<file path="src/rtl/hilo_muldiv.sv">
// HI/LO multiply-divide unit: 32-iteration shift-add multiply and restoring divide
// with sign correction, plus direct MTHI/MTLO writes into the result registers.
//
// state | meaning
// IDLE  | waiting; accepts MULT/MULTU/DIV/DIVU or performs MTHI/MTLO
// CALC  | 32 single-bit iterations on the magnitude operands
// FIN   | sign correction, HI/LO write, done pulse
module hilo_muldiv (
    input  logic        clk,
    input  logic        rst,
    input  logic        valid,
    input  logic [2:0]  op,
    input  logic [31:0] a,
    input  logic [31:0] b,
    input  logic        flush,
    output logic        busy,
    output logic        done,
    output logic [31:0] hi,
    output logic [31:0] lo
);

    localparam logic [2:0] OP_MULT  = 3'b001;
    localparam logic [2:0] OP_MULTU = 3'b010;
    localparam logic [2:0] OP_DIV   = 3'b011;
    localparam logic [2:0] OP_DIVU  = 3'b100;
    localparam logic [2:0] OP_MTHI  = 3'b101;
    localparam logic [2:0] OP_MTLO  = 3'b110;

    typedef enum logic [1:0] {
        IDLE = 2'd0,
        CALC = 2'd1,
        FIN  = 2'd2
    } state_t;

    state_t      state;
    state_t      state_next;
    logic [4:0]  cnt;
    logic [63:0] acc;
    logic [31:0] opnd;
    logic        is_mul;
    logic        neg_q;
    logic        neg_r;
    logic        div_zero;

    logic        is_mul_op;
    logic        is_signed_op;
    logic        start_op;
    logic        accept;
    logic        mt_write;
    logic [31:0] a_mag;
    logic [31:0] b_mag;
    logic [32:0] mul_sum;
    logic [32:0] div_diff;
    logic [63:0] prod_fix;
    logic [31:0] quo_fix;
    logic [31:0] rem_fix;

    always_comb begin
        is_mul_op    = (op == OP_MULT) || (op == OP_MULTU);
        is_signed_op = (op == OP_MULT) || (op == OP_DIV);
        start_op     = is_mul_op || (op == OP_DIV) || (op == OP_DIVU);
        accept       = (state == IDLE) && valid && !flush && start_op;
        mt_write     = (state == IDLE) && valid && !flush
                       && ((op == OP_MTHI) || (op == OP_MTLO));
        a_mag        = (is_signed_op && a[31]) ? (32'd0 - a) : a;
        b_mag        = (is_signed_op && b[31]) ? (32'd0 - b) : b;
    end

    // acc holds {partial product, multiplier} or {remainder, dividend/quotient}
    assign mul_sum  = {1'b0, acc[63:32]} + (acc[0] ? {1'b0, opnd} : 33'd0);
    assign div_diff = {acc[63:32], acc[31]} - {1'b0, opnd};

    // Divide by zero keeps an all-ones quotient regardless of operand signs
    always_comb begin
        prod_fix = neg_q ? (64'd0 - acc) : acc;
        quo_fix  = (neg_q && !div_zero) ? (32'd0 - acc[31:0]) : acc[31:0];
        rem_fix  = neg_r ? (32'd0 - acc[63:32]) : acc[63:32];
    end

    assign busy = (state != IDLE);

    always_ff @(posedge clk) begin
        if (rst) begin
            state <= IDLE;
        end else begin
            state <= state_next;
        end
    end

    always_comb begin
        state_next = state;
        case (state)
            IDLE: begin
                if (accept) begin
                    state_next = CALC;
                end
            end
            CALC: begin
                if (flush) begin
                    state_next = IDLE;
                end else if (cnt == 5'd31) begin
                    state_next = FIN;
                end
            end
            FIN: begin
                state_next = IDLE;
            end
            default: begin
                state_next = IDLE;
            end
        endcase
    end

    always_ff @(posedge clk) begin
        if (rst) begin
            hi       <= 32'd0;
            lo       <= 32'd0;
            done     <= 1'b0;
            cnt      <= 5'd0;
            acc      <= 64'd0;
            opnd     <= 32'd0;
            is_mul   <= 1'b0;
            neg_q    <= 1'b0;
            neg_r    <= 1'b0;
            div_zero <= 1'b0;
        end else begin
            done <= 1'b0;
            case (state)
                IDLE: begin
                    if (accept) begin
                        cnt      <= 5'd0;
                        is_mul   <= is_mul_op;
                        neg_q    <= is_signed_op && (a[31] ^ b[31]);
                        neg_r    <= is_signed_op && a[31];
                        div_zero <= !is_mul_op && (b == 32'd0);
                        if (is_mul_op) begin
                            acc  <= {32'd0, b_mag};
                            opnd <= a_mag;
                        end else begin
                            acc  <= {32'd0, a_mag};
                            opnd <= b_mag;
                        end
                    end else if (mt_write) begin
                        if (op == OP_MTHI) begin
                            hi <= a;
                        end else begin
                            lo <= a;
                        end
                    end
                end
                CALC: begin
                    if (!flush) begin
                        cnt <= cnt + 5'd1;
                        if (is_mul) begin
                            acc <= {mul_sum, acc[31:1]};
                        end else if (!div_diff[32]) begin
                            acc <= {div_diff[31:0], acc[30:0], 1'b1};
                        end else begin
                            acc <= {acc[62:0], 1'b0};
                        end
                    end
                end
                FIN: begin
                    if (!flush) begin
                        done <= 1'b1;
                        if (is_mul) begin
                            hi <= prod_fix[63:32];
                            lo <= prod_fix[31:0];
                        end else begin
                            hi <= rem_fix;
                            lo <= quo_fix;
                        end
                    end
                end
                default: begin
                end
            endcase
        end
    end

endmodule

</file>
<file path="config.mk">
export PLATFORM = sky130hd
export DESIGN_NAME = hilo_muldiv
export DESIGN_NICKNAME = d
export VERILOG_FILES = /design/src/rtl/hilo_muldiv.sv
export SDC_FILE = /design/constraint.sdc
export NUM_CORES = 1
export LEC_CHECK = 0
export ABC_AREA = 1
export CORE_ASPECT_RATIO = 1.2
export CORE_MARGIN = 5
export CORE_UTILIZATION = 50
export CTS_CLUSTER_DIAMETER = 80
export CTS_CLUSTER_SIZE = 16
export DETAILED_ROUTE_END_ITERATION = 12
export GPL_TIMING_DRIVEN = 1
export PLACE_DENSITY_LB_ADDON = 0.12
export SYNTH_ARGS = -nofsm -noshare
export SYNTH_HDL_FRONTEND = slang
export SYNTH_SLANG_ARGS = --single-unit
</file>
<file path="constraint.sdc">
create_clock -name clk -period 2.9 [get_ports clk]
set_clock_uncertainty 0.15 [all_clocks]
set_input_delay 0.725 -clock clk [delete_from_list [all_inputs] [get_ports clk]]
set_output_delay 0.725 -clock clk [all_outputs]
set_load 0.02 [all_outputs]
</file>
==> qor.csv, run 1 <==
metric;value;unit
avgSynthCellArea;5.66;µm²
drt_wl_total;85300;µm
power_frac_clock;0.288;
grt_use_met1;0.460;
setup_viol;0;
diodes;0;
wire_per_inst;21.8;µm
synthAdderAreaFrac;0.0518;
synthMuxAreaShare;0;
rows;75;
path_clk_slew;0.09;ns
worstHoldPathType;reg -> reg;
cts.sinks;172;
place_congestion;1.15;
synth-seq-cells;172;
port_buffers;136;
cts_tree;done;
grt_use_total;0.415;
synth_top_area_share;0.195;
required;3.16;ns
post_drt_via_cell_ratio;5.87;
synth_edf_count;0;
outcome;finished clean;
hpwlAfterDp;69600;µm
antenna_found_initial;1;
min_period_over_period;0.976;
grt_pass1_wl;126000;µm
async_reset_ff_frac;0;
fmax;353;MHz
clk_latency;0.47;ns
cts_max_level;4;
yosysWarnings;0;
synth_cells;3127;
cap_violations;0;
critical_path.top_delay_family;simple AND/OR/NAND/NOR gates;
ys_seq_area_frac;0.195;
synth_top_family_by_area;simple AND/OR/NAND/NOR gates;
slowest_delay;0.42;ns
fin_tns_setup;0;ns
areaGrowthSynthToFinish;24.4;%
drtAntennaViolNets;0;
tightest_slew;0.669;ns
p_sw_frac;0.430;
nNetsFinal;3584;
synth_flop_cell;dfxtp_1;
reg2reg_slack;0.07;ns
cts_hold_buf;0;
reg2reg_to;acc[46];
pwr-share-seq;0.302;
multi_input_area;12100;µm²
numCtsBuffers;17;
total_leakage_power;10.8;nW
dieArea;39200;µm²
yosysUniqueCellTypes;58;
comb_power_share;0.410;
cp.depth;14;
synth_compound_gate_area_share;0.181;
worstSetupPathType;reg -> reg;
reg2reg_depth;14;
min_period;2.83;ns
grt_pass1_vias;22000;
hold_start;cnt[4];
max_slew_margin;0.549;
die_x;182;µm
clockBufferDepth;2;
path_cells;buf_12 > nand2_1 > inv_1 > ha_1 > nand2_1 > nand2_2 > nor2_1 > nand2_1 > nand2_1 > nand2_1 > o21ai_0 > buf_4 > nand3_1 > a21oi_1;
rsz0062_at_grt;true;
hold_slack;0.326;ns
slowest_stage;o21ai_0;
startpoint_type;flip-flop;
place_area;21200;µm²
route.detailed.drc;0;
start_util;0.505;
coreArea;35000;µm²
vias;23000;
final-hold-violation-count;0;
peakVddDrop;0.382;mV
io_pins;137;
whs_path_depth;2;
internal_power;0.00487;W
powerDensity;388;nW/µm²
cp_max_fo;19;
synthXorXnorAreaFrac;0.0366;
critPathArrivalTime;3.09;ns
syn_area;17700;µm²
syn_nets;3270;
grt_max_degree;61;
final_util;0.629;
use_met3;0.0707;
met2_usage;0.685;
fp.dieH;216;µm
design_area;22000;µm²
p_sw;0.00367;W
overflow;0;
cp.buffers_inverters;3;
synth_top_area_cell;dfxtp_1;
synth-simple-area-share;0.402;
end_kind;flip-flop;
grt-busiest-layer;met2;
drt-initial-drc-count;2484;
r2r_start;acc[0];
seq_area;3450;µm²
whs_endpoint;cnt[4];
cts_root_buf;clkbuf_16;
fill_cells;3473;
slew_viol_final;0;
synth_area_leaders;dfxtp_1, nand2_1, inv_1;
cpMostUsedCell;nand2_1;
firstDrtPassIters;6;
layout-drive-gt1-share;0.137;
## through the flow
| stage | power [W] | setup slack, ns | std cells |
|---|---|---|---|
| final | 0.00854 | 0.0701 | 3916 |
| after floorplan | 0.00478 | 0.222 | 3127 |
| after global routing | 0.00894 | -0.0159 | 3916 |
| after global placement | 0.00594 | -0.241 | 3880 |
| after CTS | 0.00840 | 0.0102 | 3912 |
| after detailed placement | 0.00598 | -0.234 | 3880 |
## layer usage
metal  up-vias  wire length (µm)
li1      10700                 -
met1     10400             30100
met2      1383             38700
met3       462              7030
met4         2              9470
met5         -                13
## cell usage after synthesis, drive strengths merged, types with 5 or more instances
library cell,instances
o221ai,8
nand3b,11
and2,5
o22ai,32
xnor2,25
o211ai,25
nand3,279
dfxtp,172
clkbuf,55
inv,483
nand2,876
nor3,36
o21ai,238
nor2,352
or2,14
buf,54
o21bai,10
xor2,49
o21a,7
a31oi,27
a21oi,224
nand4,42
nor4,11
ha,70
## worst max-delay path by stage
stage | end | from | slack, ns
3_5_place_dp | opnd[14] | a[1] | -0.23
3_3_place_gp | acc[22] | a[9] | -0.24
2_1_floorplan | acc[57] | acc[0] | 0.22
6_report | acc[46] | acc[0] | 0.07
5_1_grt | acc[57] | acc[0] | -0.02
4_1_cts | acc[58] | opnd[23] | 0.01
## timing repair
action / in CTS / in global routing
pin swaps: 0 / 3
setup buffers: 0 / 3
gates cloned: 0 / 1
setup endpoints to repair: 3 / 34
hold endpoints to repair: 0 / 0
resized for setup: 2 / 51
## kinds of logic (layout without fill, tap and decap cells)
group	count (synthesis)	after routing
adders and majority gates	72	72
and+or+nand+nor	1633	1634
AOI/OAI and AO/OA	583	583
DFF	172	172
buffers and inverters	593	919
xor gates and xnor gates	74	74
## layout make-up
type / instances / share of cell area
multi-input cells: 2363 / 0.548
repair buffers: 403 / 0.158
flip-flops and latches: 172 / 0.157
inverters: 484 / 0.0826
well taps: 462 / 0.0263
clock buffers: 17 / 0.0193
clock inverters: 15 / 0.00927
## worst min-delay path, delay by kind of cell (launching register included)
family	cells	cell delay, ns
DFF	1	0.32
and+or+nand+nor	1	0.06
AOI/OAI and AO/OA	1	0.05
## placed cells by master (no fill, tap or decap), types with 13 or more instances in the layout
cell	Yosys	final
a21oi_1	217	211
a31oi_1	27	27
buf_4	8	257
clkbuf_16	0	17
clkdlybuf4s50_1	0	135
dfxtp_1	172	166
ha_1	70	62
inv_1	456	452
inv_2	27	31
nand2_1	844	840
nand2_2	25	29
nand3_1	263	257
nand3_2	16	22
nand4_1	42	42
nor2_1	334	328
nor2_2	7	13
nor3_1	31	31
o211ai_1	25	25
o21ai_0	200	194
o21ai_1	37	39
o22ai_1	32	32
xnor2_1	25	25
xor2_1	49	49
## state kept, by name, indices dropped and copies added, names as in the netlist
signal    flops
acc          64
hi           32
lo           32
opnd         32
cnt           5
state         2
div_zero      1
done          1
is_mul        1
neg_q         1
neg_r         1
## power groups by stage
stage          Combinational (W)  Clock (W)  Sequential, W
5_1_grt                  0.00378    0.00257        0.00258
3_5_place_dp             0.00335          0        0.00262
6_report                 0.00350    0.00246        0.00258
3_3_place_gp             0.00331          0        0.00262
2_1_floorplan            0.00215          0        0.00263
4_1_cts                  0.00337    0.00245        0.00257
(Power assumes the default switching activity.)
==> run 2, diff against run 1 <==
Settings changed: ABC_AREA 1 to default.
==> qor.csv, run 2 <==
metric;value;unit
outcome;finished, violations left;
drt-initial-drc-count;1918;
antenna_found_initial;4;
dieArea;32600;µm²
min_period;3.18;ns
hpwlAfterDp;51300;µm
end_kind;flip-flop;
synth_common_cells;nor2_1, a21oi_1, nand2_1;
p_sw_frac;0.364;
yosysWarnings;0;
die_x;166;µm
rsz0062_at_grt;true;
slew_viol_final;0;
port_buffers;136;
peakVddDrop;0.310;mV
overflow;0;
place_area;19900;µm²
worstHoldPathType;reg -> reg;
largest_reg_flops;64;
nNetsFinal;2730;
cts.sinks;172;
route.detailed.drc;0;
synth_most_common_cell;nor2_1;
min_period_over_period;1.10;
areaGrowthSynthToFinish;53.4;%
mostFrequentLayoutCell;buf_4;
synth_cells;2014;
grt_use_total;0.379;
drt_wl_total;66700;µm
critPathArrivalTime;3.36;ns
synth_flop_cell;dfxtp_1;
total_leakage_power;9.19;nW
p_sw;0.00299;W
design_area;22300;µm²
synth_edf_count;0;
layout-drive-gt1-share;0.328;
syn_nets;2157;
synth_top_area_share;0.237;
avgSynthCellArea;7.23;µm²
path_clk_slew;0.08;ns
setup_ws;-0.284;ns
cts_tree;done;
post_drt_via_cell_ratio;6.16;
powerDensity;368;nW/µm²
ys_seq_area_frac;0.237;
pwr-share-seq;0.303;
slowest_delay;0.48;ns
diodes;0;
cpMostUsedCell;buf_6;
cts_root_buf;clkbuf_16;
violations;negative setup slack;
grt_pass1_wl;97900;µm
final_util;0.776;
fmax;314;MHz
synth_area_leaders;dfxtp_1, a21oi_1, nor2_1;
hold_slack;0.312;ns
required;3.07;ns
worstSetupPathType;reg -> reg;
setup_viol;54;
startpoint_type;flip-flop;
syn_area;14600;µm²
synth_top_area_cell;dfxtp_1;
synth-seq-cells;172;
dpl_worst_slack;-0.738;ns
comb_power_share;0.415;
tightest_slew;0.934;ns
fp.dieH;197;µm
numCtsBuffers;17;
rows;68;
power_frac_clock;0.282;
cp.buffers_inverters;4;
yosysUniqueCellTypes;84;
layout_common_cells;buf_4, nor2_1, a21oi_1, nand2_1, dfxtp_1;
top_register;acc;
async_reset_ff_frac;0;
cp_max_fo;5;
grt_pass1_vias;17400;
place_congestion;1.01;
drtAntennaViolNets;0;
path_cells;buf_6 > clkinv_8 > ha_4 > or4b_4 > or3_4 > nor4_4 > buf_6 > a21oi_4 > buf_6 > o41ai_4 > xor2_2 > a211oi_2 > a21oi_1 > nor2_1;
vias;18400;
clk_latency;0.46;ns
max_slew_margin;0.376;
slowest_stage;or4b_4;
internal_power;0.00523;W
wire_per_inst;22.3;µm
coreArea;28800;µm²
start_util;0.506;
grt_max_degree;78;
cap_violations;0;
io_pins;137;
cts_max_level;4;
final-hold-violation-count;0;
firstDrtPassIters;10;
clockBufferDepth;2;
critical_path.top_delay_family;simple AND/OR/NAND/NOR gates;
==> run 2: changes by cell type in the layout (fill, tap and decap cells not counted), moves of 76 or more <==
| cell | change |
|---|---|
| nor2_1 | -76 |
| o21ai_0 | -125 |
| nand3_1 | -221 |
| inv_1 | -390 |
| buf_4 | +249 |
| nand2_1 | -641 |
==> run 2: final cells by class <==
class	instances	area, µm²
inverters	73	287
repair buffers	683	5760
flip-flops and latches	172	3460
clock inverters	13	128
multi-input cells	1640	11800
fillers	2156	6440
clock buffers	19	443
well taps	385	482
==> run 2: cell families (layout without fill, tap and decap cells) <==
logic type	count (synthesis)	count (layout)	share of synthesized area
XOR/XNOR	160	160	0.0963
AO/OA/AOI/OAI	650	650	0.283
flip-flops	172	172	0.237
AND/OR/NAND/NOR	693	693	0.218
adder cells (fa/ha/maj)	72	72	0.0629
buffers and inverters	202	788	0.0580
multiplexers	65	65	0.0450
==> run 2: worst register-to-register path, cell delays in order (launching register included) <==
cell	delay, ns
dfxtp_2	0.34
buf_6	0.13
clkinv_8	0.06
ha_4	0.13
or4b_4	0.48
or3_4	0.37
nor4_4	0.15
buf_6	0.16
a21oi_4	0.09
buf_6	0.15
o41ai_4	0.34
xor2_2	0.23
a211oi_2	0.09
a21oi_1	0.12
nor2_1	0.06
==> run 2: per-layer routing <==
metal	routed length (µm)	part of all wire	vias to the layer above	track usage
met4	5960	0.089	6	0.274
met5	36	0.00054	-	0
met1	24200	0.36	8713	0.434
li1	-	-	8391	-
met3	5090	0.076	307	0.0584
met2	31400	0.47	970	0.645
==> run 2: metrics by stage <==
stage,total power (W),TNS (ns),std cells
2_1_floorplan,0.00399,-2.73,2014
3_3_place_gp,0.00527,-37.12,2907
3_5_place_dp,0.00530,-40.06,2907
4_1_cts,0.00795,-9.79,2957
5_1_grt,0.00850,-16.06,2985
6_report,0.00822,-11.06,2985
==> run 2: repair_timing <==
action,in CTS,in global routing
pin swaps,79,123
gates cloned,2,0
setup endpoints to repair,91,109
hold buffers,0,0
gates resized for setup,190,191
buffers inserted,17,30
==> run 2: final timing paths <==
path | startpoint | end | slack, ns | depth (start not counted)
worst max-delay path | acc[0] | hi[26] | -0.28 | 14
worst min-delay path | opnd[7] | opnd[7] | 0.31 | 2
worst max register to register | acc[0] | hi[26] | -0.28 | 14
worst min register to register | opnd[7] | opnd[7] | 0.31 | 2
==> run 2: power by group through the flow <==
stage | sequential [W] | clock, W | combinational [W]
after floorplan | 0.00255 | 0 | 0.00144
after global placement | 0.00253 | 0 | 0.00273
after detailed placement | 0.00254 | 0 | 0.00277
after CTS | 0.00248 | 0.00231 | 0.00316
after global routing | 0.00249 | 0.00242 | 0.00359
final | 0.00249 | 0.00232 | 0.00341
